<file path="config.mk">
export PLATFORM = sky130hd
export DESIGN_NAME = sum_accum
export DESIGN_NICKNAME = d
export VERILOG_FILES = /design/src/rtl/sum_accum_pkg.sv /design/src/rtl/sum_sat_add.sv /design/src/rtl/sum_accum.sv
export SDC_FILE = /design/constraint.sdc
export NUM_CORES = 1
export LEC_CHECK = 0
export CORE_ASPECT_RATIO = 0.7
export CORE_MARGIN = 1
export CORE_UTILIZATION = 34
export CTS_BUF_LIST = sky130_fd_sc_hd__clkbuf_8 sky130_fd_sc_hd__clkbuf_16
export DETAILED_ROUTE_END_ITERATION = 8
export PLACE_DENSITY = 0.61
export SLEW_MARGIN = 10
export SYNTH_ARGS = -nofsm -noshare
export SYNTH_HDL_FRONTEND = slang
export SYNTH_SLANG_ARGS = --single-unit
</file>
<file path="constraint.sdc">
create_clock -name clk -period 3.8 [get_ports clk]
set_input_delay 0.76 -clock clk [delete_from_list [all_inputs] [get_ports clk]]
set_output_delay 0.76 -clock clk [all_outputs]
set_load 0.05 [all_outputs]
</file>
<file path="src/rtl/sum_accum_pkg.sv">
// Shared types and constants for the sum accumulator and the adder stage
// that feeds it.
package sum_pkg;

    // Width of the adder stage's registered sum output.
    localparam int SUM_W = 3;

    // Frame controller states.
    typedef enum logic [1:0] {
        IDLE,
        ACCUM,
        HOLD
    } state_t;

    // Saturating add of two operands, each up to 32 bits, saturating at
    // 2^width-1. The return value is {ovf, result}. The operands are
    // expected to fit in width bits already.
    function automatic logic [32:0] sat_add(input logic [31:0] acc,
                                            input logic [31:0] val,
                                            input int unsigned width);
        logic [32:0] wide;
        logic [31:0] lim;
        lim  = (width >= 32) ? 32'hFFFF_FFFF : ((32'd1 << width) - 32'd1);
        wide = {1'b0, acc} + {1'b0, val};
        if (wide > {1'b0, lim}) begin
            sat_add = {1'b1, lim};
        end else begin
            sat_add = wide;
        end
    endfunction

endpackage

</file>
<file path="src/rtl/sum_sat_add.sv">
// Combinational ACC_W-bit saturating adder. The narrow operand is
// zero-extended. carry flags that the true sum did not fit in ACC_W bits.
// When carry is set, the sum is clamped to all-ones.
module sum_sat_add #(
    parameter int ACC_W = 8,
    parameter int SUM_W = 3
) (
    input  logic [ACC_W-1:0] acc,
    input  logic [SUM_W-1:0] val,
    output logic [ACC_W-1:0] sum,
    output logic             carry
);

    logic [ACC_W:0] wide;

    assign wide  = {1'b0, acc} + (ACC_W+1)'(val);
    assign carry = wide[ACC_W];
    assign sum   = carry ? {ACC_W{1'b1}} : wide[ACC_W-1:0];

endmodule

</file>
<file path="src/rtl/sum_accum.sv">
// Frame accumulator for the adder stage's sums. It collects COUNT sums over
// a valid/ready handshake and then presents the saturating total, the peak
// value and an overflow flag. It holds the result until downstream takes
// it, and only then starts the next frame.
module sum_accum #(
    parameter int SUM_W = sum_pkg::SUM_W,
    parameter int COUNT = 4,   // 1..255
    parameter int ACC_W = 8
) (
    input  logic             clk,
    input  logic             reset,
    input  logic             clear,
    input  logic             in_valid,
    output logic             in_ready,
    input  logic [SUM_W-1:0] in_sum,
    output logic             out_valid,
    input  logic             out_ready,
    output logic [ACC_W-1:0] out_total,
    output logic [SUM_W-1:0] out_max,
    output logic             out_ovf,
    output logic             busy
);

    import sum_pkg::*;

    localparam int              CNT_W = 8;
    localparam logic [CNT_W-1:0] LAST = CNT_W'(COUNT - 1);

    state_t           state;
    state_t           state_next;
    logic [ACC_W-1:0] acc;
    logic [ACC_W-1:0] acc_next;
    logic [SUM_W-1:0] peak;
    logic [SUM_W-1:0] peak_next;
    logic [CNT_W-1:0] cnt;
    logic             ovf;
    logic             carry;
    logic             accept;
    logic             last;
    logic             drain;
    logic [SUM_W-1:0] sum_gated;

    // Ready is forced low while reset is held. It is also low during HOLD,
    // so the HOLD->IDLE cycle can never take a sum.
    assign in_ready  = reset && (state != HOLD);
    assign accept    = in_valid && in_ready;
    assign last      = (cnt == LAST);
    assign drain     = (state == HOLD) && out_ready;
    assign out_valid = (state == HOLD);
    assign busy      = (state != IDLE);

    // Gate in_sum so that an unknown or stale value is never used when no
    // accept is happening.
    assign sum_gated = accept ? in_sum : '0;
    assign peak_next = (sum_gated > peak) ? sum_gated : peak;

    sum_sat_add #(
        .ACC_W(ACC_W),
        .SUM_W(SUM_W)
    ) u_sat_add (
        .acc  (acc),
        .val  (sum_gated),
        .sum  (acc_next),
        .carry(carry)
    );

    // State register.
    always_ff @(posedge clk or negedge reset) begin
        // NOTE: all clocked state uses non-blocking assignments, so every
        // flop samples the values that were present before the edge.
        if (!reset) begin
            state <= IDLE;
        end else begin
            state <= state_next;
        end
    end

    // Next state. clear overrides everything. A frame ends on the COUNTth
    // accept. HOLD is released by out_ready.
    always_comb begin
        // NOTE: the default assigned first covers every path, so no latch
        // is inferred.
        state_next = state;
        if (clear) begin
            state_next = IDLE;
        end else begin
            case (state)
                IDLE, ACCUM: if (accept) state_next = last ? HOLD : ACCUM;
                HOLD:        if (out_ready) state_next = IDLE;
                default:     state_next = IDLE;
            endcase
        end
    end

    // Running accumulator, peak, overflow and count. These are zeroed on
    // clear or when leaving HOLD, and otherwise advance on each accept.
    always_ff @(posedge clk or negedge reset) begin
        if (!reset) begin
            acc  <= '0;
            peak <= '0;
            ovf  <= 1'b0;
            cnt  <= '0;
        end else if (clear || drain) begin
            acc  <= '0;
            peak <= '0;
            ovf  <= 1'b0;
            cnt  <= '0;
        end else if (accept) begin
            acc  <= acc_next;
            peak <= peak_next;
            ovf  <= ovf | carry;
            cnt  <= cnt + 1'b1;
        end
    end

    // Result registers. They are captured on the final accept of a frame
    // and stay stable for the whole of HOLD.
    always_ff @(posedge clk or negedge reset) begin
        if (!reset) begin
            out_total <= '0;
            out_max   <= '0;
            out_ovf   <= 1'b0;
        end else if (accept && last && !clear) begin
            out_total <= acc_next;
            out_max   <= peak_next;
            out_ovf   <= ovf | carry;
        end
    end

endmodule
</file>
Word-level counts from Yosys, hierarchy flattened
Cells that the tools add are included.
Storage, ports and cells
  logic and storage cells: 46
  flip-flop bits (word level): 34
Operators by class
  multiplexer cells: 16
  magnitude comparators: 1
  add/subtract/negate cells: 2
  equal/unequal tests: 6
  bitwise gates (word level): 1
  reductions and logical operators: 12
Operators with widths (count)
  8-bit two-way mux: 5
  3-bit two-way mux: 4
  8-bit by 3-bit adder with 9-bit output: 1
  8-bit by 1-bit adder with 8-bit output, second input constant: 1
  8-bit by 2-bit == test with 1-bit output, second input constant: 1
  2-bit two-way mux: 4
  1-bit logical AND: 5
  2-bit case mux with 2 select lines: 1
  2-bit nonzero test: 2
  3-bit greater-than comparator: 1
  3-bit by 2-bit != test with 1-bit output, second input constant: 1
  3-bit != test, second input constant: 1
  2-bit by 1-bit == test with 1-bit output, second input constant: 1
  2-bit == test, second input constant: 1
  2-bit zero test: 1
  1-bit two-way mux: 2
  2-bit != test, second input constant: 1
  2-bit AND reduction: 1
  2-bit OR reduction: 1
  1-bit zero test: 1
  1-bit logical OR: 1
  1-bit bitwise OR: 1

Logic depth before layout (Yosys ltp)
Gate-level depths: netlist (run 1).
  depth in word-level cells: 8
  mapped depth: 14

Hierarchy
A second synthesis (run 1) with hierarchy kept.
Unflattened totals
  cell total of the unflattened synthesis: 192
  area, all modules: 1895.6 µm²
By module, submodules not included
  sum_accum: area each 1649.1 µm², cells each 159, instances 1, seq. area each 850.8 µm²
  sum_sat_add: area each 246.5 µm², cells each 33, instances 1, seq. area each 0.0 µm²

Least setup slack after synthesis (run 1)
OpenSTA, ideal clock, no wires.
  kind: register to register
  from: reg state[0]
  to: reg acc[7]
  data arrival time: 3.072 ns
  library setup time: 0.125 ns
  path slack: 0.603 ns
  cell stages (with the launch flop): 15
  required time: 3.675 ns
  cell sequence: dfrtp_1 or2b_2 clkbuf_8 inv_1 nor2_1 buf_2 nand2_1 inv_1 ha_1 ha_1 a21o_1 a31oi_1 nor3_1 and4b_1 a211oi_1
On the way
  elaborated cells between the ends (all ways): 12
  those cells by class: add/sub (1); eq/ne (2); mux (4); reduce/logical (5)
RTL lines
  start, declared: RTL line sum_accum.sv:29  | state_t state;
  start signal, assigned: RTL line sum_accum.sv:74  | state <= state_next;
  2-bit == test (*)
  named net out_valid: RTL line sum_accum.sv:16  | output logic out_valid,
  1-bit logical AND (*): RTL line sum_accum.sv:48  | assign drain = (state == HOLD) && out_ready;
  1-bit logical OR (*): RTL line sum_accum.sv:103  | end else if (clear || drain) begin
  8-bit two-way mux / 2-bit nonzero test (equally long branches)
  end signal, assigned: RTL line sum_accum.sv:109  | acc <= acc_next;
  end, declared: RTL line sum_accum.sv:31  | logic [ACC_W-1:0] acc;
Mark *: on every way through the listed nets, which the timed path passes. The rest lies on a longest branch. The select of a mux whose other input is x is not followed.
A chain may end at the register's enable or synchronous reset.

Worst setup path after layout (run 1)
  from: in in_valid
  to: reg acc[5]
On the way
  cells in the longest elaborated chain, start to end: 6
  elaborated cells between the ends (all ways): 7
  those cells by class: add/sub (1); mux (4); reduce/logical (2)
Ends and longest elaborated chain
  start, declared: RTL line sum_accum.sv:13  | input logic in_valid,
  1-bit logical AND (*): RTL line sum_accum.sv:46  | assign accept = in_valid && in_ready;
  3-bit two-way mux: RTL line sum_accum.sv:54  | assign sum_gated = accept ? in_sum : '0;
  8-bit by 3-bit adder with 9-bit output: RTL line sum_sat_add.sv:16  | assign wide = {1'b0, acc} + (ACC_W+1)'(val);
  8-bit two-way mux: RTL line sum_sat_add.sv:18  | assign sum = carry ? {ACC_W{1'b1}} : wide[ACC_W-1:0];
  8-bit two-way mux: RTL line sum_accum.sv:108  | end else if (accept) begin
  8-bit two-way mux: RTL line sum_accum.sv:103
Mark *: on every way between the ends. The rest lies on a longest branch, timed or not. The select of a mux whose other input is x is not followed.

==> flow_results.org, run 1 <==
** Timing
- Final Hold Violating Endpoints :: 0
- Final period util :: 80.1%
- Setup TNS after final layout :: 0 ps
- The worst pin sits at a relative slew slack of 51.5%.
- The final max-slew violation count was 0.
- Timing would allow up to 328 MHz.
- Setup repair after global routing left no endpoint under its margin.
- Between clock sinks in the finished design, the worst skew comes to 5.84 ps.
- Post-layout min period :: 3040 ps
- The tightest hold path in the finished design has a slack of 477 ps.
- Final number of setup-violating endpoints :: 0
- Transition time at the pin with the least slew margin :: 727 ps

** Power
- VDD sags by at most 0.136 mV.
- Internal Power :: 531 uW
- Registers are responsible for 51.5% of the overall power.
- Switching Fraction :: 28.0%
- The completed layout was analyzed and its total power is 738 uW.
- Per report_power, the combinational group accounts for 14.6% of the total.
- Power share of the clock group :: 34.0%
- Switching power total :: 206 uW
- Total power per unit cell area :: 318 nW/um2
- Static power due to leakage :: 0.00102 uW

** Drt
- The pre-antenna-repair detailed-routing pass consisted of 4 iterations.
- Across all layers, the routed design uses 1647 vias.
- Total length of routed wires :: 4.68 mm
- The detailed router finished its first iteration with 178 violations.
- Routed wire per std cell :: 15.3 um
- Dividing the detail-routed via count by the number of cells gives 5.38.
- Post-detailed-route DRC marker count :: 0
- Post-DRT Antenna Nets :: 0

** Critical path
- Top cell family by delay on the critical path :: simple AND/OR/NAND/NOR gates
- In this run the critical register-to-register path is launched from state[1].
- Launching instance or port of the critical path :: in_valid
- Capturing instance or port of the critical path :: acc[5]
- Startpoint Class :: primary input
- Total stage count of the critical path :: 12
- STA puts the critical path data required time at 3990 ps.
- Counting both buffers and inverters, the worst setup path holds a total of 2.
- Data arrives at the worst endpoint at 3230 ps.
- Critical Path Slowest Stage Cell :: sky130_fd_sc_hd__nor4_4
- Counting cells, the worst reg-to-reg path comes to 12.
- Critical Path, Cell by Cell :: clkdlybuf4s50_1, nand2_1, nor2_1, nand2_1, inv_1, ha_1, ha_1, a21o_1, a21oi_1, nor4_4, nor3b_2, nor4_2
- Path type of the worst setup path :: in2reg
- The largest single stage delay on the critical path is 530 ps.
- FF-to-FF setup slack :: 820 ps
- CP Capture Type :: register
- Worst-path maximum fanout :: 9
- Reg-to-reg critical path endpoint :: acc[7]

** Yosys
- For this run, the number of Yosys warnings is 0.
- In this run, synthesis inferred 0 flip-flops with an integrated enable.
- A synthesized cell averages 9.29 um2.
- Number of distinct library cells after synthesis :: 52
- For this run, asynchronously set or reset flops after synthesis account for 100%.
- Post-synthesis register bit count :: 34
- Number of standard cells after synthesis :: 213
- Prevailing post-synth register cell :: sky130_fd_sc_hd__dfrtp_1
- By area the synthesized netlist is led by sky130_fd_sc_hd__dfrtp_1 43%, sky130_fd_sc_hd__nor2_1 5.7%, sky130_fd_sc_hd__ha_1 3.8%.
- Net count of the mapped netlist :: 227
- Proportion of netlist area held by the largest area contributor :: 43.0%
- Largest area contributor in the synthesized netlist :: sky130_fd_sc_hd__dfrtp_1
- Seq/Total Area, Yosys :: 43.0%
- The cell area that synthesis handed to floorplanning was 1980 um2.

** Die
- The floorplan step set the die width to 93.2 um.
- In this run the core area contains 22 standard-cell rows.
- Measured along the y axis, the die boundary spans 65.8 um.
- The core region is 5420 um2.
- The die covers 6130 um2.
- Starting density of the core :: 36.5%
- I/O pin cnt :: 23

** Finish
- Layout Cell Area excl Fill :: 2320 um2
- For this run, the post-layout net count is 248.
- Layout cells sized above 1 :: 8.12%
- Utilization after layout :: 42.7%
- The repair_antennas step left the layout with diodes totalling 0.
- Compared with the post-synthesis result, the final layout area differs by 17.1%.

** GRT
- The total overflow left after global routing is 0.
- Via count of the first global-routing pass :: 1599
- Number of antenna violations at the first check in global routing :: 0
- Global-route wire length before repair :: 8.07 mm
- In the global route stage, overall resource usage came out at 17.2%.
- Pin count of the biggest net entering global routing :: 21

** CTS
- Counting along the longest clock path gives a buffer depth of 2.
- Hold repair after CTS inserted 0 buffers.
- Clock tree root driver cell :: sky130_fd_sc_hd__clkbuf_8
- The later pin in the worst-skew pair is clocked with a latency of 280 ps.
- Clock-pin slew was measured on the worst setup and hold paths at 70 ps.
- The clock net in this run drives a total of 34 sinks.
- Deepest level of the CTS H-tree :: 2
- Clock tree from TritonCTS :: yes
- Post-CTS Repair Setup Buffers :: 0
- TritonCTS created 5 clock buffers.
- Gates resized during post-CTS repair numbered 0.

** Run status
- The flow ran to the end, and the final reports show no timing, DRC or antenna violations.

** Placement
- # port buffers :: 22
- Placed wire-length estimate :: 3.34 mm
- Once placement finished, the instance area stood at 2240 um2.
- Routability-driven placement finished with a final weighted congestion of 0.772.

** Worst hold path
- Worst hold path type :: in2async

** Flow run
- Max-cap violations in this run came to 0.
## flip-flops by register name, summed over array words and instances (netlist names)
name and count:
acc 8, cnt 8, out_total 8, out_max 3
peak 3, state 2, out_ovf 1, ovf 1
## worst register-to-register path, delay by kind of cell, from the launching register on
| family | cells | cell delay (ps) |
|---|---|---|
| adders and majority gates | 2 | 460 |
| buffers and inverters | 2 | 210 |
| DFF | 1 | 370 |
| and+or+nand+nor | 5 | 1070 |
| AOI/OAI and AO/OA | 3 | 710 |
## worst min-delay path by stage
stage                   endpoint  slack, ps  cells past startpoint
floorplan               state[0]        440                      1
global placement    out_total[0]        470                      2
detailed placement      state[0]        470                      1
CTS                       cnt[4]        480                      2
global route              cnt[3]        500                      2
finish                    cnt[4]        480                      2
## metal layers
metal	wire, um	vias to the layer above	share of wire (%)	GRT usage (%)
li1	-	800	-	-
met1	2590	801	55	26.9
met2	1860	44	40	24.3
met3	213	2	4.6	3.45
met4	8	0	0.17	2.88
met5	0	-	0	0
## cells by family (layout without fill, tap and decap cells)
kind of cell | after synthesis | after routing | synth area share (%)
adders and majority gates | 7 | 7 | 4.30
and+or+nand+nor | 98 | 98 | 27.1
DFF | 34 | 34 | 43.0
xor gates and xnor gates | 11 | 11 | 4.87
muxes | 5 | 5 | 2.53
buffers and inverters | 19 | 40 | 5.00
AOI/OAI and AO/OA | 39 | 39 | 13.2
## layout make-up
type	instances	area, um2
Multi-Input combinational cell	160	1030
Sequential cell	34	851
Timing Repair Buffer	26	245
Fill cell	556	3110
Clock buffer	5	68.8
Clock inverter	2	7.51
Tap cell	72	90.1
Inverter	7	26.3
## per-stage QoR
step,setup slack [ps],std cells
after global placement,503,299
after CTS,767,306
after detailed placement,467,299
after global routing,484,306
final,755,306
after floorplan,603,213
## synthesized netlist by cell type (all sizes together) (2+ instances only)
cell type	n
nor4	5
a31oi	6
nor3b	3
nor3	10
buf	6
nand4	4
mux2i	5
nor4b	2
a221oi	2
a21oi	8
nand4b	2
and2	2
clkbuf	6
ha	6
o31ai	2
o21ai	6
a21o	5
nand3	6
dfrtp	34
nand2	21
and3	6
xnor2	6
xor2	5
inv	7
nor2	30
a211oi	3
## power groups by stage
stage                     Combinational (uW)  Clock (uW)  Sequential, uW
after floorplan                         56.8           0             398
after global placement                   107           0             387
after detailed placement                 107           0             387
after CTS                                108         258             380
after global routing                     119         272             382
final                                    107         250             380
## cells in the final DEF (no fill, tap or decap), types with 3 or more instances in the layout
master                            count
sky130_fd_sc_hd__nand4_1              4
sky130_fd_sc_hd__xor2_1               5
sky130_fd_sc_hd__nor3_1               9
sky130_fd_sc_hd__dfrtp_1             34
sky130_fd_sc_hd__and3_1               6
sky130_fd_sc_hd__buf_4                4
sky130_fd_sc_hd__nand3_1              6
sky130_fd_sc_hd__nor2_1              30
sky130_fd_sc_hd__a21o_1               5
sky130_fd_sc_hd__nand2_1             20
sky130_fd_sc_hd__inv_1                9
sky130_fd_sc_hd__a21oi_1              8
sky130_fd_sc_hd__clkdlybuf4s50_1     21
sky130_fd_sc_hd__ha_1                 6
sky130_fd_sc_hd__xnor2_1              6
sky130_fd_sc_hd__clkbuf_8             5
sky130_fd_sc_hd__a211oi_1             3
sky130_fd_sc_hd__mux2i_1              5
sky130_fd_sc_hd__o21ai_0              4
sky130_fd_sc_hd__a31oi_1              6
No activity file was read; power rests on OpenSTA's default activity.
==> run 2, diff against run 1 <==
clock period = 3.1 ns   (was 3.8 ns; I/O delays follow)
==> run 2 against run 1 <==
Net effect:
- count of clock-buffer cells in the layout did not move
- core utilization rose by 2.6 points
- clock skew fell by 3.6 ps
- first-iteration DRC count fell by 67%
- worst hold slack got worse by 310 ps
- via count rose by 0.49%
- combinational power rose by 32%
- critical path type unchanged
==> flow_results.org, run 2 (synthesis results as in run 1) <==
** Critical path
- The category of the worst setup path capture point is a register (unchanged).
- Path type of the worst setup path :: in2reg (unchanged)
- The data required time at the worst endpoint is 3250 ps (was 3990 ps).
- Worst-path maximum fanout :: 5 (was 9)
- Startpoint Class :: primary input (unchanged)
- Arrival time of the worst setup path :: 2990 ps (was 3230 ps)

** CTS
- Post-CTS sizing :: 0 (unchanged)
- Cts hold-fix bufs :: 0 (unchanged)
- The maximum clock path buffer count is 2 (unchanged).
- The number of buffers added by the clock tree synthesis step is 5 (unchanged).
- Reg clk slew, reported paths :: 70 ps (about the same)
- The buffer count from post-CTS setup fixing was 0 (unchanged).
- The TritonCTS clock tree is yes (unchanged).
- The number of clock sinks was 34 (unchanged).
- The clock tree root driver cell was sky130_fd_sc_hd__clkbuf_8 (unchanged).
- The deepest level of the CTS H-tree is 2 (unchanged).
- Clock insertion delay at the later pin of the skew report :: 290 ps (was 280 ps)

** Drt
- The iteration count of the initial detailed-routing pass came to 4 (unchanged).
- Routed wire per std cell :: 14.5 um (was 15.3 um)
- The routed via count divided by cell count came to 5.16 (was 5.38).
- Count of routing violations after the opening detailed-route iteration :: 58 (was 178)
- The overall routed net length came to 4.65 mm (was 4.68 mm).
- The final routed DRC violation total was 0 (unchanged).
- The detailed-route via count came to 1655 (was 1647).
- The antenna violation net count after detailed routing came to 0 (unchanged).

** Timing
- Final period util :: 91.6%
- Final Hold Violating Endpoints :: 0 (unchanged)
- Transition time at the pin with the least slew margin :: 627 ps (was 727 ps)
- Final number of setup-violating endpoints :: 0 (unchanged)
- The summed negative setup slack over all endpoints is 0 ps (unchanged).
- The worst hold slack after final layout came to 166 ps (was 477 ps).
- Final Slew Violations :: 0 (unchanged)
- Unrepaired setup endpoints after global routing: false (unchanged).
- Highest clock frequency the design can meet :: 352 MHz
- The setup skew after layout is 2.28 ps (was 5.84 ps).
- The worst path needs 2840 ps of the cycle, external delays included.
- The remaining max-slew budget at the tightest pin came to 58.0% (was 51.5%).

** Placement
- DP Area :: 2350 um2 (was 2240 um2)
- The count of port buffers added during placement came to 22 (unchanged).
- The total half-perimeter wirelength after legalization and detailed placement was 3.31 mm (was 3.34 mm).
- Gpl congestion :: 0.832 (was 0.772)

** GRT
- The largest net degree at the start of global routing is 31 (was 21).
- Sum of overflow across all layers after global routing :: 0 (unchanged)
- Via count of the first global-routing pass :: 1569 (was 1599)
- Global-route wire length before repair :: 7.78 mm (was 8.07 mm)
- Gr usage total :: 16.7% (was 17.2%)
- Number of antenna violations at the first check in global routing :: 0 (unchanged)

** Finish
- Most used cells in the layout excluding fill and tap cells :: 34 x sky130_fd_sc_hd__dfrtp_1, 30 x sky130_fd_sc_hd__nor2_1, 20 x sky130_fd_sc_hd__nand2_1, 20 x sky130_fd_sc_hd__clkdlybuf4s50_1, 19 x sky130_fd_sc_hd__buf_4 (was 34 x sky130_fd_sc_hd__dfrtp_1, 30 x sky130_fd_sc_hd__nor2_1, 21 x sky130_fd_sc_hd__clkdlybuf4s50_1)
- The number of nets in the layout came to 262 (was 248).
- The share of the core filled with cells in the final layout was 45.3% (was 42.7%).
- Most frequent standard cell in the layout excluding fill and tap cells :: sky130_fd_sc_hd__dfrtp_1 (unchanged)
- The fraction of layout instances using a drive strength above 1 was 14.9% (was 8.12%).
- The final standard cell area without fillers was 2460 um2 (was 2320 um2).
- The count of antenna diodes in the layout is 0 (unchanged).
- Layout-stage area growth over the synthesis result :: 24.2% (was 17.1%)
- Largest registers :: acc (8), cnt (8), out_total (8) (unchanged)

** Worst hold path
- Worst hold path type :: in2async (unchanged)

** Die
- The initial cell density of the core is 36.5% (unchanged).
- Die H :: 65.8 um (unchanged)
- Overall die area :: 6130 um2 (unchanged)
- The number of cell rows came to 22 (unchanged).
- Core footprint :: 5420 um2 (unchanged)
- Die X-Extent :: 93.2 um (unchanged)
- The number of top-level pins came to 23 (unchanged).

** Power
- Power share of the clock group :: 39.9% (was 34.0%)
- Switching Fraction :: 26.1% (was 28.0%)
- Sequential share of power :: 46.1% (was 51.5%)
- The relative contribution of combinational cells to total power is 13.9% (was 14.6%).
- Total chip power :: 1010 uW (was 738 uW)
- The cell internal power dissipation was 747 uW (was 531 uW).
- Static power due to leakage :: 0.00110 uW (was 0.00102 uW)
- IR drop worst, VDD :: 0.161 mV (was 0.136 mV)
- The reported net switching power was 263 uW (was 206 uW).
- The power per standard cell area came to 411 nW/um2 (was 318 nW/um2).

** Run status
- Outcome :: finished, final reports clean (unchanged)

** Flow run
- Number of violations of the max-capacitance limit :: 0 (unchanged)
==> run 2: power by group through the flow <==
| stage | Clock, uW | Combinational [uW] | Sequential [uW] |
|---|---|---|---|
| 3_3_place_gp | 0 | 140 | 474 |
| 3_5_place_dp | 0 | 141 | 474 |
| 4_1_cts | 417 | 142 | 466 |
| 2_1_floorplan | 0 | 69.7 | 487 |
| 5_1_grt | 438 | 154 | 468 |
| 6_report | 403 | 141 | 466 |
==> run 2: layer usage <==
layer | wire length (um) | vias up | track usage, %
li1 | - | 830 | -
met1 | 2630 | 781 | 25.7
met2 | 1770 | 37 | 22.5
met3 | 197 | 7 | 3.79
met4 | 46 | 0 | 5.38
met5 | 0 | - | 0
==> run 2: critical path, cell delays in order <==
cell and delay, ps:
sky130_fd_sc_hd__clkdlybuf4s50_1 420, sky130_fd_sc_hd__and2_1 180, sky130_fd_sc_hd__and3_1 200, sky130_fd_sc_hd__xor2_1 140, sky130_fd_sc_hd__ha_1 220, sky130_fd_sc_hd__a21o_1 170, sky130_fd_sc_hd__a31oi_1 500, sky130_fd_sc_hd__nor4b_1 130
sky130_fd_sc_hd__buf_4 170, sky130_fd_sc_hd__mux2i_1 160, sky130_fd_sc_hd__o21ai_1 80
==> run 2: final timing paths <==
path	startpoint	end	slack (ps)	depth (start not counted)
min in group clk	state[1]	state[0]	480	1
max in group asynchronous	reset	cnt[6]	2300	2
worst max-delay path	in_valid	out_total[4]	260	11
worst max register to register	state[1]	out_total[4]	290	11
worst min register to register	state[1]	state[0]	480	1
worst min-delay path	reset	cnt[2]	170	1
==> run 2: metrics by stage <==
step	worst slack [ps]	std cells
global placement	49.2	313
floorplan	66.8	213
global route	80.3	321
CTS	279	321
detailed placement	1.70	313
finish	259	321
==> run 2: cell type report <==
type,count,area (um2)
Clock inverter,3,41.3
Timing Repair Buffer,40,348
Fill cell,528,2970
Sequential cell,34,851
Clock buffer,5,68.8
Tap cell,72,90.1
Multi-Input combinational cell,160,1030
Inverter,7,30.0
==> run 3, diff against run 2 <==
CORE_MARGIN = 3   (was 1)
SLEW_MARGIN = unset   (was 10)
==> run 3 against run 2 <==
Net effect:
- global-route usage fell by 1.8 points
- register-to-register slack improved by 70 ps
- via count fell by 1.5%
- sequential power barely moved
- clock power fell by 27%
- total power fell by 11%
- cell area fell by 2.9%
- wire length rose by 0.54%
- core utilization fell by 1.3 points
- count of clock-buffer cells in the layout did not move
- setup slack improved by 29 ps
- die area rose by 11%
- critical path type unchanged
- largest power group unchanged
- highest routed layer unchanged
==> flow_results.org, run 3 (synthesis results as in run 1) <==
** Timing
- The minimum clock period after layout was 2810 ps (was 2840 ps).
- The worst-margin pin slew is 602 ps (was 627 ps).
- Final number of setup-violating endpoints :: 0 (unchanged)
- Max_slew headroom :: 59.9% (was 58.0%)
- The ratio of final minimum period to clock period came to 90.7% (was 91.6%).
- Final Slew Violations :: 0 (unchanged)
- Clock Skews :: 3.70 ps (was 2.28 ps)
- Worst hold slack after final layout :: 340 ps (was 166 ps)
- The worst setup slack after layout is 288 ps (was 259 ps).
- Highest clock frequency the design can meet :: 356 MHz (was 352 MHz)
- Final Hold Violating Endpoints :: 0 (unchanged)
- Unrepaired setup endpoints after global routing :: false (unchanged)
- Setup TNS after final layout :: 0 ps (unchanged)

** Critical path
- Critical Path, Cell by Cell :: clkdlybuf4s50_1, and2_1, and3_1, xor2_1, ha_1, a21o_1, a31oi_1, nor3_1, nor3b_1, o31ai_1 (was clkdlybuf4s50_1, and2_1, and3_1, xor2_1, ha_1, a21o_1, a31oi_1, nor4b_1, buf_4, mux2i_1, o21ai_1)
- The critical path data arrival time is 2940 ps (was 2990 ps).
- The critical path endpoint is out_total[7] (was out_total[4]).
- The launch point of the worst path is in_valid (unchanged).
- Reg-to-reg critical path endpoint :: out_total[7] (was out_total[4])
- The slack of the worst reg-to-reg path came to 360 ps (was 290 ps).
- Critical Path Slowest Stage Cell :: sky130_fd_sc_hd__a31oi_1 (unchanged)
- The maximum single-stage delay on the critical path is 470 ps (was 500 ps).
- The category of the worst setup path capture point is a register (unchanged).
- The kind of start point of the critical path was a primary input (unchanged).
- The worst reg-to-reg path cell count came to 12 (was 11).
- R2R Path Start :: state[1] (unchanged)
- The path type of the worst setup path is in2reg (unchanged).
- The data required time at the worst endpoint came to 3230 ps (was 3250 ps).
- Worst-path maximum fanout :: 5 (unchanged)

** GRT
- Sum of overflow across all layers after global routing :: 0 (unchanged)
- The fraction of met1 tracks used by global routing was 23.7% (was 25.7%).
- The largest net degree at the start of global routing is 23 (was 31).
- Number of antenna violations at the first check in global routing :: 0 (unchanged)
- The wire length of the first global-routing pass was 8.06 mm (was 7.78 mm).
- The met3 capacity usage during global routing was 3.42% (was 3.79%).
- Peak-usage layer in the global routing report :: met1 (unchanged)
- The overall fraction of global-route tracks in use is 14.9% (was 16.7%).
- M2 GR Usage :: 19.1% (was 22.5%)
- The via count of the first global-routing pass is 1537 (was 1569).

** Finish
- The commonest non-fill, non-tap cell in the layout is sky130_fd_sc_hd__dfrtp_1 (unchanged).
- The fraction of layout instances using a drive strength above 1 was 12.3% (was 14.9%).
- Utilization after layout :: 44.0% (was 45.3%)
- Most used cells in the layout excluding fill and tap cells :: 34 x sky130_fd_sc_hd__dfrtp_1, 30 x sky130_fd_sc_hd__nor2_1, 20 x sky130_fd_sc_hd__nand2_1, 20 x sky130_fd_sc_hd__clkdlybuf4s50_1, 14 x sky130_fd_sc_hd__buf_4 (was 34 x sky130_fd_sc_hd__dfrtp_1, 30 x sky130_fd_sc_hd__nor2_1, 20 x sky130_fd_sc_hd__nand2_1, 20 x sky130_fd_sc_hd__clkdlybuf4s50_1, 19 x sky130_fd_sc_hd__buf_4)
- The total area of sequential cells was 851 um2 (unchanged).
- Layout-stage area growth over the synthesis result :: 20.6% (was 24.2%)
- Largest registers: acc (8), cnt (8), out_total (8) (unchanged).
- The area occupied by multi-input gates was 1030 um2 (unchanged).
- The final-layout fill cell count is 544 (was 528).
- The number of nets in the layout came to 257 (was 262).
- Count of antenna diodes in the layout :: 0 (unchanged)

** Drt
- The routed via count divided by cell count is 5.18 (was 5.16).
- The initial DRC count came to 110 (was 58).
- The antenna violation net count after detailed routing came to 0 (unchanged).
- The final routed DRC violation total came to 0 (unchanged).
- Count of TritonRoute iterations in the first routing pass :: 4 (unchanged)
- Via count :: 1631 (was 1655)
- The routed wire length per instance was 14.8 um (was 14.5 um).
- Total length of routed wires :: 4.67 mm (was 4.65 mm)

** Placement
- Gpl congestion :: 0.798 (was 0.832)
- The count of port buffers added during placement came to 22 (unchanged).
- Place WS :: -7.85 ps (was 1.70 ps)
- Placed wire-length estimate :: 3.45 mm (was 3.31 mm)

** Power
- Total power per unit cell area :: 378 nW/um2 (was 411 nW/um2)
- The reported leakage power was 0.00106 uW (was 0.00110 uW).
- The final total power came to 901 uW (was 1010 uW).
- IR drop worst, VDD :: 0.196 mV (was 0.161 mV)

** CTS
- The clock-pin slew on the worst setup and hold paths came to 60 ps (was 70 ps).
- Deepest level of the CTS H-tree :: 2 (unchanged)
- The number of buffers added by the clock tree synthesis step came to 5 (unchanged).
- Cts hold-fix bufs :: 0 (unchanged)
- The latest clock arrival within the worst-skew pair came to 280 ps (was 290 ps).
- Bufs on Longest Clock Path :: 2 (unchanged)
- The clock tree root driver cell was sky130_fd_sc_hd__clkbuf_8 (unchanged).
- The TritonCTS clock tree is yes (unchanged).
- The number of clock sinks was 34 (unchanged).
- Post-CTS sizing :: 0 (unchanged)
- Post-CTS Repair Setup Buffers :: 0 (unchanged)

** Die
- Starting density of the core :: 36.5% (unchanged)
- Count of standard-cell rows :: 22 (unchanged)
- The chip width was 97.2 um (was 93.2 um).
- I/O pin cnt :: 23 (unchanged)
- Core footprint :: 5420 um2 (unchanged)
- The total die area was 6780 um2 (was 6130 um2).
- Die H :: 69.8 um (was 65.8 um)

** Run status
- Outcome: finished, final reports clean (unchanged).

** Worst hold path
- The kind of path behind the tightest hold check is in2async (unchanged).

** Flow run
- The number of max-capacitance violations reported is 0 (unchanged).
[run 3: cell types whose count changed in the layout (fill, tap and decap cells not counted)]
cell and change:
sky130_fd_sc_hd__buf_4 -5, sky130_fd_sc_hd__inv_1 +1, sky130_fd_sc_hd__clkinvlp_4 -1, sky130_fd_sc_hd__bufinv_16 -1
[run 3: through the flow]
stage,cells,instance area [um2]
6_report,315,2390
3_3_place_gp,308,2310
2_1_floorplan,213,1980
4_1_cts,315,2390
3_5_place_dp,308,2310
5_1_grt,315,2390
[run 3: cell type report]
cell class,count,share of cell area (%)
repair buffers,35,13.0
multi-input cells,160,43.1
flip-flops and latches,34,35.7
inverters,7,1.26
clock inverters,2,0.315
clock buffers,5,2.88
well taps,72,3.78
[run 3: routing by layer]
metal / share of wire, % / routed length [um]
met3: 3.5 / 165
met1: 57 / 2680
met5: 0 / 0
met2: 38 / 1770
met4: 1.2 / 56
[run 3: critical path: cells and delay by family]
kind | cells | cell delay (ps)
and+or+nand+nor | 4 | 780
adders and majority gates | 1 | 230
xor gates and xnor gates | 1 | 150
buffers and inverters | 1 | 420
AOI/OAI and AO/OA | 3 | 740
[run 3: how the worst min path moves through the flow]
stage,start,to,slack [ps],cells past startpoint
4_1_cts,reset,cnt[6],340,2
3_3_place_gp,out_total[0],out_total[0],470,2
5_1_grt,reset,cnt[6],350,2
3_5_place_dp,out_total[5],out_total[5],470,2
2_1_floorplan,reset,acc[0],320,0
6_report,reset,cnt[6],340,2
[run 3: power breakdown]
group	leakage (uW)	switching [uW]	internal (uW)
Clock	0.0000466	146	148
Sequential	0.000470	11.6	455
Combinational	0.000543	85.2	55.0
